<file path="src/rtl/axi_cdc_src_isolate.sv">
// -----------------------------------------------------------------------------
// axi_cdc_src_isolate
//
// Source-domain AXI gate placed directly in front of the AXI CDC source half.
// It counts outstanding writes and reads. When isolation is requested it stops
// new AW/AR from entering the crossing and waits for all outstanding traffic to
// drain. It then reports the crossing as quiescent, so the destination domain
// can be clock-gated or reset.
//
// Optional feature (define AXI_CDC_SRC_ISOLATE_TIMEOUT_EN):
//   adds the TimeoutCycles parameter, the timeout_o port and a drain cycle
//   counter. timeout_o is a sticky flag raised after TimeoutCycles cycles in
//   DRAIN. It clears when the FSM leaves DRAIN.
//
// Ports:
//   src_clk_i   source-domain clock
//   src_rst_ni  asynchronous reset, active low
//   isolate_i   level-sensitive isolation request
//   isolated_o  high only while the FSM is in ISOLATED (register decode)
//   slv_req_i   AXI request from the upstream master
//   slv_resp_o  AXI response to the upstream master
//   mst_req_o   AXI request to the CDC source half
//   mst_resp_i  AXI response from the CDC source half
//   timeout_o   drain timeout flag (only with AXI_CDC_SRC_ISOLATE_TIMEOUT_EN)
// -----------------------------------------------------------------------------
package axi_cdc_src_isolate_pkg;

   typedef struct packed {
      logic [3:0]  id;
      logic [31:0] addr;
      logic [7:0]  len;
   } ax_chan_t;

   typedef struct packed {
      logic [31:0] data;
      logic [3:0]  strb;
      logic        last;
   } w_chan_t;

   typedef struct packed {
      logic [3:0] id;
      logic [1:0] resp;
   } b_chan_t;

   typedef struct packed {
      logic [3:0]  id;
      logic [31:0] data;
      logic [1:0]  resp;
      logic        last;
   } r_chan_t;

   typedef struct packed {
      ax_chan_t aw;
      logic     aw_valid;
      w_chan_t  w;
      logic     w_valid;
      logic     b_ready;
      ax_chan_t ar;
      logic     ar_valid;
      logic     r_ready;
   } axi_req_t;

   typedef struct packed {
      logic    aw_ready;
      logic    w_ready;
      b_chan_t b;
      logic    b_valid;
      logic    ar_ready;
      r_chan_t r;
      logic    r_valid;
   } axi_resp_t;

endpackage

module axi_cdc_src_isolate #(
   parameter int unsigned MaxTxn = 8,
`ifdef AXI_CDC_SRC_ISOLATE_TIMEOUT_EN
   parameter int unsigned TimeoutCycles = 1024,
`endif
   parameter type axi_req_t  = axi_cdc_src_isolate_pkg::axi_req_t,
   parameter type axi_resp_t = axi_cdc_src_isolate_pkg::axi_resp_t
) (
   input  logic      src_clk_i,
   input  logic      src_rst_ni,
   input  logic      isolate_i,
   output logic      isolated_o,
   input  axi_req_t  slv_req_i,
   output axi_resp_t slv_resp_o,
   output axi_req_t  mst_req_o,
   input  axi_resp_t mst_resp_i
`ifdef AXI_CDC_SRC_ISOLATE_TIMEOUT_EN
   ,
   output logic      timeout_o
`endif
);

   localparam int unsigned CntW = $clog2(MaxTxn + 1);
   localparam logic [CntW-1:0] MaxCnt = CntW'(MaxTxn);
   localparam logic signed [CntW:0] WOne = 1;

   typedef enum logic [1:0] {
      NORMAL   = 2'd0,
      DRAIN    = 2'd1,
      ISOLATED = 2'd2
   } state_e;

   state_e                 state_q, state_d;
   logic [CntW-1:0]        wr_cnt_q, wr_cnt_d;
   logic [CntW-1:0]        rd_cnt_q, rd_cnt_d;
   // W may arrive before its AW, so the open-burst balance can go negative.
   logic signed [CntW:0]   w_open_q, w_open_d;
   logic                   aw_hold_q, aw_hold_d;
   logic                   ar_hold_q, ar_hold_d;
   logic                   w_hold_q, w_hold_d;

   logic aw_allow, ar_allow, w_allow;
   logic aw_hs, ar_hs, w_hs, w_last_hs, b_hs, r_last_hs;
   logic quiet;

   // Channel gating. Payloads and the B/R channels pass straight through.
   always_comb begin
      aw_allow = ((state_q == NORMAL) && (wr_cnt_q < MaxCnt)) || aw_hold_q;
      ar_allow = ((state_q == NORMAL) && (rd_cnt_q < MaxCnt)) || ar_hold_q;
      // Outside NORMAL, W may only finish bursts whose AW already crossed.
      w_allow  = (state_q == NORMAL) || (!w_open_q[CntW] && (w_open_q != '0)) || w_hold_q;

      mst_req_o          = slv_req_i;
      mst_req_o.aw_valid = slv_req_i.aw_valid & aw_allow;
      mst_req_o.ar_valid = slv_req_i.ar_valid & ar_allow;
      mst_req_o.w_valid  = slv_req_i.w_valid & w_allow;

      slv_resp_o          = mst_resp_i;
      slv_resp_o.aw_ready = mst_resp_i.aw_ready & aw_allow;
      slv_resp_o.ar_ready = mst_resp_i.ar_ready & ar_allow;
      slv_resp_o.w_ready  = mst_resp_i.w_ready & w_allow;
   end

   assign aw_hs     = mst_req_o.aw_valid & mst_resp_i.aw_ready;
   assign ar_hs     = mst_req_o.ar_valid & mst_resp_i.ar_ready;
   assign w_hs      = mst_req_o.w_valid & mst_resp_i.w_ready;
   assign w_last_hs = w_hs & slv_req_i.w.last;
   assign b_hs      = mst_resp_i.b_valid & slv_req_i.b_ready;
   assign r_last_hs = mst_resp_i.r_valid & slv_req_i.r_ready & mst_resp_i.r.last;

   // Outstanding counters. Underflow is held at zero.
   always_comb begin
      wr_cnt_d = wr_cnt_q;
      if (aw_hs && !b_hs) begin
         if (wr_cnt_q != MaxCnt) wr_cnt_d = wr_cnt_q + 1'b1;
      end else if (!aw_hs && b_hs) begin
         if (wr_cnt_q != '0) wr_cnt_d = wr_cnt_q - 1'b1;
      end

      rd_cnt_d = rd_cnt_q;
      if (ar_hs && !r_last_hs) begin
         if (rd_cnt_q != MaxCnt) rd_cnt_d = rd_cnt_q + 1'b1;
      end else if (!ar_hs && r_last_hs) begin
         if (rd_cnt_q != '0) rd_cnt_d = rd_cnt_q - 1'b1;
      end

      w_open_d = w_open_q;
      if (aw_hs && !w_last_hs)      w_open_d = w_open_q + WOne;
      else if (!aw_hs && w_last_hs) w_open_d = w_open_q - WOne;
   end

   // Hold flags keep a presented valid alive until its handshake, even after
   // the FSM has left NORMAL.
   always_comb begin
      aw_hold_d = aw_hold_q;
      if (aw_hs)                                                aw_hold_d = 1'b0;
      else if (mst_req_o.aw_valid && !mst_resp_i.aw_ready)      aw_hold_d = 1'b1;

      ar_hold_d = ar_hold_q;
      if (ar_hs)                                                ar_hold_d = 1'b0;
      else if (mst_req_o.ar_valid && !mst_resp_i.ar_ready)      ar_hold_d = 1'b1;

      w_hold_d = w_hold_q;
      if (w_hs) w_hold_d = !slv_req_i.w.last;
   end

   assign quiet = (wr_cnt_q == '0) && (rd_cnt_q == '0) && (w_open_q == '0) &&
                  !aw_hold_q && !ar_hold_q && !w_hold_q;

   always_comb begin
      state_d = state_q;
      unique case (state_q)
         NORMAL:   if (isolate_i) state_d = DRAIN;
         DRAIN: begin
            // Dropping the request wins over completing the drain.
            if (!isolate_i) state_d = NORMAL;
            else if (quiet) state_d = ISOLATED;
         end
         ISOLATED: if (!isolate_i) state_d = NORMAL;
         default:  state_d = NORMAL;
      endcase
   end

   always_ff @(posedge src_clk_i or negedge src_rst_ni) begin
      if (!src_rst_ni) begin
         state_q   <= NORMAL;
         wr_cnt_q  <= '0;
         rd_cnt_q  <= '0;
         w_open_q  <= '0;
         aw_hold_q <= 1'b0;
         ar_hold_q <= 1'b0;
         w_hold_q  <= 1'b0;
      end else begin
         state_q   <= state_d;
         wr_cnt_q  <= wr_cnt_d;
         rd_cnt_q  <= rd_cnt_d;
         w_open_q  <= w_open_d;
         aw_hold_q <= aw_hold_d;
         ar_hold_q <= ar_hold_d;
         w_hold_q  <= w_hold_d;
      end
   end

   assign isolated_o = (state_q == ISOLATED);

`ifdef AXI_CDC_SRC_ISOLATE_TIMEOUT_EN
   localparam int unsigned ToW = $clog2(TimeoutCycles + 1);
   localparam logic [ToW-1:0] ToMax = ToW'(TimeoutCycles);

   logic [ToW-1:0] drain_cnt_q, drain_cnt_d;
   logic           timeout_q, timeout_d;

   // The counter sits at zero outside DRAIN, so entry always starts from 0.
   always_comb begin
      drain_cnt_d = '0;
      timeout_d   = 1'b0;
      if ((state_d == DRAIN) && (state_q == DRAIN)) begin
         drain_cnt_d = drain_cnt_q;
         timeout_d   = timeout_q;
         if (drain_cnt_q != ToMax) drain_cnt_d = drain_cnt_q + 1'b1;
         if (drain_cnt_d == ToMax) timeout_d = 1'b1;
      end
   end

   always_ff @(posedge src_clk_i or negedge src_rst_ni) begin
      if (!src_rst_ni) begin
         drain_cnt_q <= '0;
         timeout_q   <= 1'b0;
      end else begin
         drain_cnt_q <= drain_cnt_d;
         timeout_q   <= timeout_d;
      end
   end

   assign timeout_o = timeout_q;
`endif

`ifndef SYNTHESIS
   wr_underflow_a: assert property (@(posedge src_clk_i) disable iff (!src_rst_ni)
      !(b_hs && !aw_hs && (wr_cnt_q == '0)));
   rd_underflow_a: assert property (@(posedge src_clk_i) disable iff (!src_rst_ni)
      !(r_last_hs && !ar_hs && (rd_cnt_q == '0)));
`endif

endmodule
</file>
<file path="config.mk">
export PLATFORM = sky130hd
export DESIGN_NAME = axi_cdc_src_isolate
export DESIGN_NICKNAME = d
export VERILOG_FILES = /design/src/rtl/axi_cdc_src_isolate.sv
export SDC_FILE = /design/constraint.sdc
export NUM_CORES = 1
export LEC_CHECK = 0
export ABC_CLOCK_PERIOD_IN_PS = 3200
export CAP_MARGIN = 25
export CORE_AREA = 2 2 140 142
export DETAILED_ROUTE_END_ITERATION = 16
export DIE_AREA = 0 0 142 144
export PLACE_DENSITY_LB_ADDON = 0.2
export SYNTH_ARGS = -nofsm -noshare
export SYNTH_HDL_FRONTEND = slang
export SYNTH_SLANG_ARGS = --single-unit
</file>
<file path="constraint.sdc">
create_clock -name src_clk_i -period 3.2 [get_ports src_clk_i]
set_input_delay 0.96 -clock src_clk_i [delete_from_list [all_inputs] [get_ports src_clk_i]]
set_output_delay 0.96 -clock src_clk_i [all_outputs]
set_load 0.02 [all_outputs]
</file>
After elaboration in Yosys (flattened, before gate mapping):

Cells that the tools add are included.

* add/sub/neg operators: 6
* multiply operators: 0
* div/mod/pow operators: 0
* order comparisons: 2
* equality and inequality tests: 9
* shift-type cells: 0
* muxes and demuxes: 19
* bitwise logic cells: 13
* reduce and logical (&&, ||, !) cells: 49

Operator list (count)
* 2-to-1 mux 4 bit: 8
* logical AND 1 bit: 16
* nonzero test 2 bit: 7
* AND 1 bit: 13
* logical NOT 1 bit: 12
* 2-to-1 mux 5 bit: 2
* AND reduction 3 bit: 3
* adder 4 x 1 -> 4 bit, second input constant: 2
* logical NOT 4 bit: 2
* < comparator 4 bit, second input constant: 2
* 2-to-1 mux 2 bit: 4
* != test 4 bit, second input constant: 2
* nonzero test 4 bit: 2
* subtractor 4 x 1 -> 4 bit, second input constant: 2
* one-hot mux 2 bit (3 select lines): 1
* adder 5 x 2 -> 5 bit, second input constant: 1
* logical NOT 5 bit: 1
* nonzero test 5 bit: 1
* subtractor 5 x 2 -> 5 bit, second input constant: 1
* logical OR 1 bit: 4
* 2-to-1 mux 1 bit: 4
* != test 2 x 1 -> 1 bit, second input constant: 2
* != test 2 bit, second input constant: 2
* != test 3 bit, second input constant: 1
* other kinds (3): 3

* register bits after elaboration: 18
* latch bits: 0
* memory bits (writable): 0
* memory bits (read-only): 0
* input bits: 183
* word-level logic and storage cells: 105
* memories: 0

Logic depth before layout (Yosys ltp):

* depth in word-level cells: 10
* depth in mapped cells: 11

Worst setup path after synthesis:

OpenSTA, ideal clock, no wires.

* kind: input to register
* start point: input port mst_resp_i[49] (netlist name)
* end point: register w_open_q[4]
* library setup time: 0.138 ns
* arrival: 2.379 ns
* path slack: 0.683 ns
* cell stages on the path: 9
* cells stage by stage: nand2_1 > nor2_1 > ha_1 > inv_1 > ha_1 > nor2b_1 > o21a_1 > o2111ai_1 > o311ai_1

* word-level cells in the longest chain between the ends: 4
* elaborated cells on any way between the ends: 6
* those cells by class: 1 x mux; 1 x bitwise; 4 x reduce/logical

RTL lines
* from (decl): line 90 `input axi_resp_t mst_resp_i`
* AND 1 bit (*): line 138 `assign aw_hs = mst_req_o.aw_valid & mst_resp_i.aw_ready;`
* logical NOT 1 bit: line 163 `else if (!aw_hs && w_last_hs) w_open_d = w_open_q - WOne;`
* logical AND 1 bit: line 163
* nonzero test 2 bit (no line)
* to (signal assigned): line 211 `w_open_q <= w_open_d;`
* to (decl): line 111 `logic signed [CntW:0] w_open_q, w_open_d;`

Mark *: on every way between the ends. The rest lies on a longest branch, timed or not.
A chain may end at the register's enable or synchronous reset.

==> results.md <==
* Outcome: finished clean
* # rows at 51
* GRT Resource Usage Total at 0.03828
* Drt drc at 0
* Share of layout cells above drive strength 1 at 0.1030
* Min Tclk post-route at 3.143 ns
* WP data required at 2.24 ns
* Rel. slew slack at 0.7311
* Final Hold Viols at 0
* Maximum fanout along the worst path at 2
* Worst slew pin tran at ~0.4 ns
* Nets at between 300 and 400
* Cell Area, Synth at roughly 2500 um2
* Final setup fails at 0
* Clock buffer depth at 2
* CP cell instances: clkdlybuf4s50_1 -> nor2b_1 -> clkdlybuf4s50_1
* Most common cell after layout, fill and taps aside: clkdlybuf4s50_1
* First drt pass iteration count at 4
* WHS Path Cells at 1
* Syn_nets at 496
* Synth warn at 0
* GRT overflow at 0
* F_max at roughly 320 MHz
* Via Count at 1165
* Cell area power density at around 700 nW/um2
* Post-DR wirelength/cell at 9.975 um
* Final core utilization at 0.1005
* Clk sinks at 18
* ANT cells at 0
* First-pass GRT wire length at 6320 um
* DRT antenna net count at 0
* Largest net degree at the start of global routing at 19
* FF+latch count, synth at 18
* CP max stage cell: clkdlybuf4s50_1
* CP top delay family: buffers and inverters
* Synth async-reset ratio at 1.000
* Final clock skew at 0.002881 ns
* Cells after synthesis at 300
* Reg clk slew, reported paths at 0.05 ns
* Setup TNS at 0 ns
* Kind of critical path: input pin to output pin
* Syn-to-layout area delta at -22.90%
* Via/cell ratio at 2.891
* Worst Setup End Kind: output pin
* CTS Root Cell: clkbuf_16
* Filler cells at 2161
* Top_reg_cell synth: dfrtp_1
* # H-tree levels at 1
* Most used cell, CP: clkdlybuf4s50_1
* FF-to-FF path depth at 11
* Crit. path cell count at 3
* Initial Utilization at 0.1303
* Lkg Pwr at 0.0007337 uW
* EDFF count, synth at 0
* Crit share post-route at 0.9821
* Total CTS buffers at 3
* Post-DP HPWL at 3275 um
* Final Slew Violations at 0
* Die span in y at around 140 um
* Post-synth cell types at 30
* HP Class: flop to flop
* Critical Path AT at roughly 2.2 ns
* Post-CTS Repair Setup Buffers at 0
* Most frequent cells in the layout: clkdlybuf4s50_1 (24), dfrtp_1 (18), nand2_1 (12)
* Max cap viols at 0
* Post-synthesis sequential area ratio at 0.1812
* Initial antenna violation count at 0
* Peak supply drop at 231.9 uV
* Worst Path Buf+Inv at 2
* Drt initial violations at 61
* CTS tree: yes
* Die footprint at 20450 um2
* Final wirelength at roughly 4000 um
* Startpoint types: input pin
* Top Ports at 364
* Mean Syn Cell Area at 8.287 um2
* Die X at 142 um
* Slowest stage delay, CP at between 0.6 and 0.7 ns
* Later-pin clock latency in the skew report at 0.25 ns
* Vias in the first global route at between 1k and 1.5k
* I/O Buffers at 27
* Total core area at between 15000 and 20000 um2
* Final RePlAce weighted congestion at between 0.6 and 0.7
-- area by class of cell --
| type | count | area, um2 | share of cell area |
|---|---|---|---|
| multi-input cells | 101 | 711.9 | 0.3714 |
| repair buffers | 36 | 345.3 | 0.1802 |
| well taps | 238 | 297.8 | 0.1554 |
| inverters | 6 | 22.52 | 0.01175 |
| flip-flops and latches | 18 | 450.4 | 0.2350 |
| clock buffers | 4 | 88.84 | 0.04634 |
-- kinds of logic (layout without fill, tap and decap cells) --
group	Yosys count	after routing	synth area share
buf+inv	181	46	0.5360
compound gates	28	28	0.06946
xor+xnor	11	11	0.03875
fa+ha+maj	13	13	0.07449
simple gates	49	49	0.1002
flops	18	18	0.1812
-- through the flow --
step           power [uW]  area [um2]  hold WS, ns  setup WS (ns)  instances
6_report             1348        1917       0.5490        0.05721        403
5_1_grt              1486        1917       0.5957       -0.02582        403
4_1_cts              1366        1901       0.5443       0.008948        403
3_5_place_dp         1075        1812       0.5309       0.007574        399
3_3_place_gp         1075        1812       0.5396        0.02349        399
2_1_floorplan        1169        2486       0.4975         0.6833        300
-- registers in the layout, summed over array words and instances (netlist names) --
register	cells
w_hold_q	1
w_open_q	5
wr_cnt_q	4
state_q	2
aw_hold_q	1
ar_hold_q	1
rd_cnt_q	4
-- Yosys cell counts, drive strengths merged, types with 4 or more instances --
cell type  count  area (um2)
nor3           5       25.02
dfrtp         18       450.4
nand2         12       45.04
xor2           4       35.03
xnor2          7       61.31
inv            6       22.52
nor2           8       30.03
a21oi         13       72.57
nand3          6       30.03
o21ai          6       30.03
buf          174        1306
nor2b          8       50.05
ha            10       125.1
-- final timing paths --
path | from | end | slack, ns
setup / recovery | slv_req_i[1] | mst_req_o[1] | 0.06
max in group asynchronous | src_rst_ni | rd_cnt_q[3]$_DFFE_PN0P_ | 1.94
hold / removal | rd_cnt_q[0]$_DFFE_PN0P_ | rd_cnt_q[0]$_DFFE_PN0P_ | 0.55
min in group asynchronous | src_rst_ni | state_q[0]$_DFFE_PN0P_ | 1.06
hold reg to reg | rd_cnt_q[0]$_DFFE_PN0P_ | rd_cnt_q[0]$_DFFE_PN0P_ | 0.55
setup reg to reg | w_open_q[1]$_DFFE_PN0P_ | w_open_q[4]$_DFFE_PN0P_ | 0.58
-- report_power, final --
group          switching [uW]  internal, uW
Clock                    89.7           190
Combinational             301           315
Sequential                129           322
-- repair_timing --
item / 4_1_cts / 5_1_grt
hold buffers: 0 / 0
endpoints found under the setup margin: 0 / 4
resized for setup: 0 / 4
-- metal layers --
| layer | GRT usage | part of all wire | vias to the layer above | wire length [um] |
|---|---|---|---|---|
| met4 | 0.02684 | 0.047 | 0 | 189 |
| met2 | 0.06433 | 0.51 | 84 | 2031 |
| met5 | 0 | 0 | - | 0 |
| met1 | 0.03428 | 0.33 | 515 | 1342 |
| li1 | - | - | 522 | - |
| met3 | 0.02318 | 0.11 | 44 | 457 |
Power figures use the tool's default switching activity.
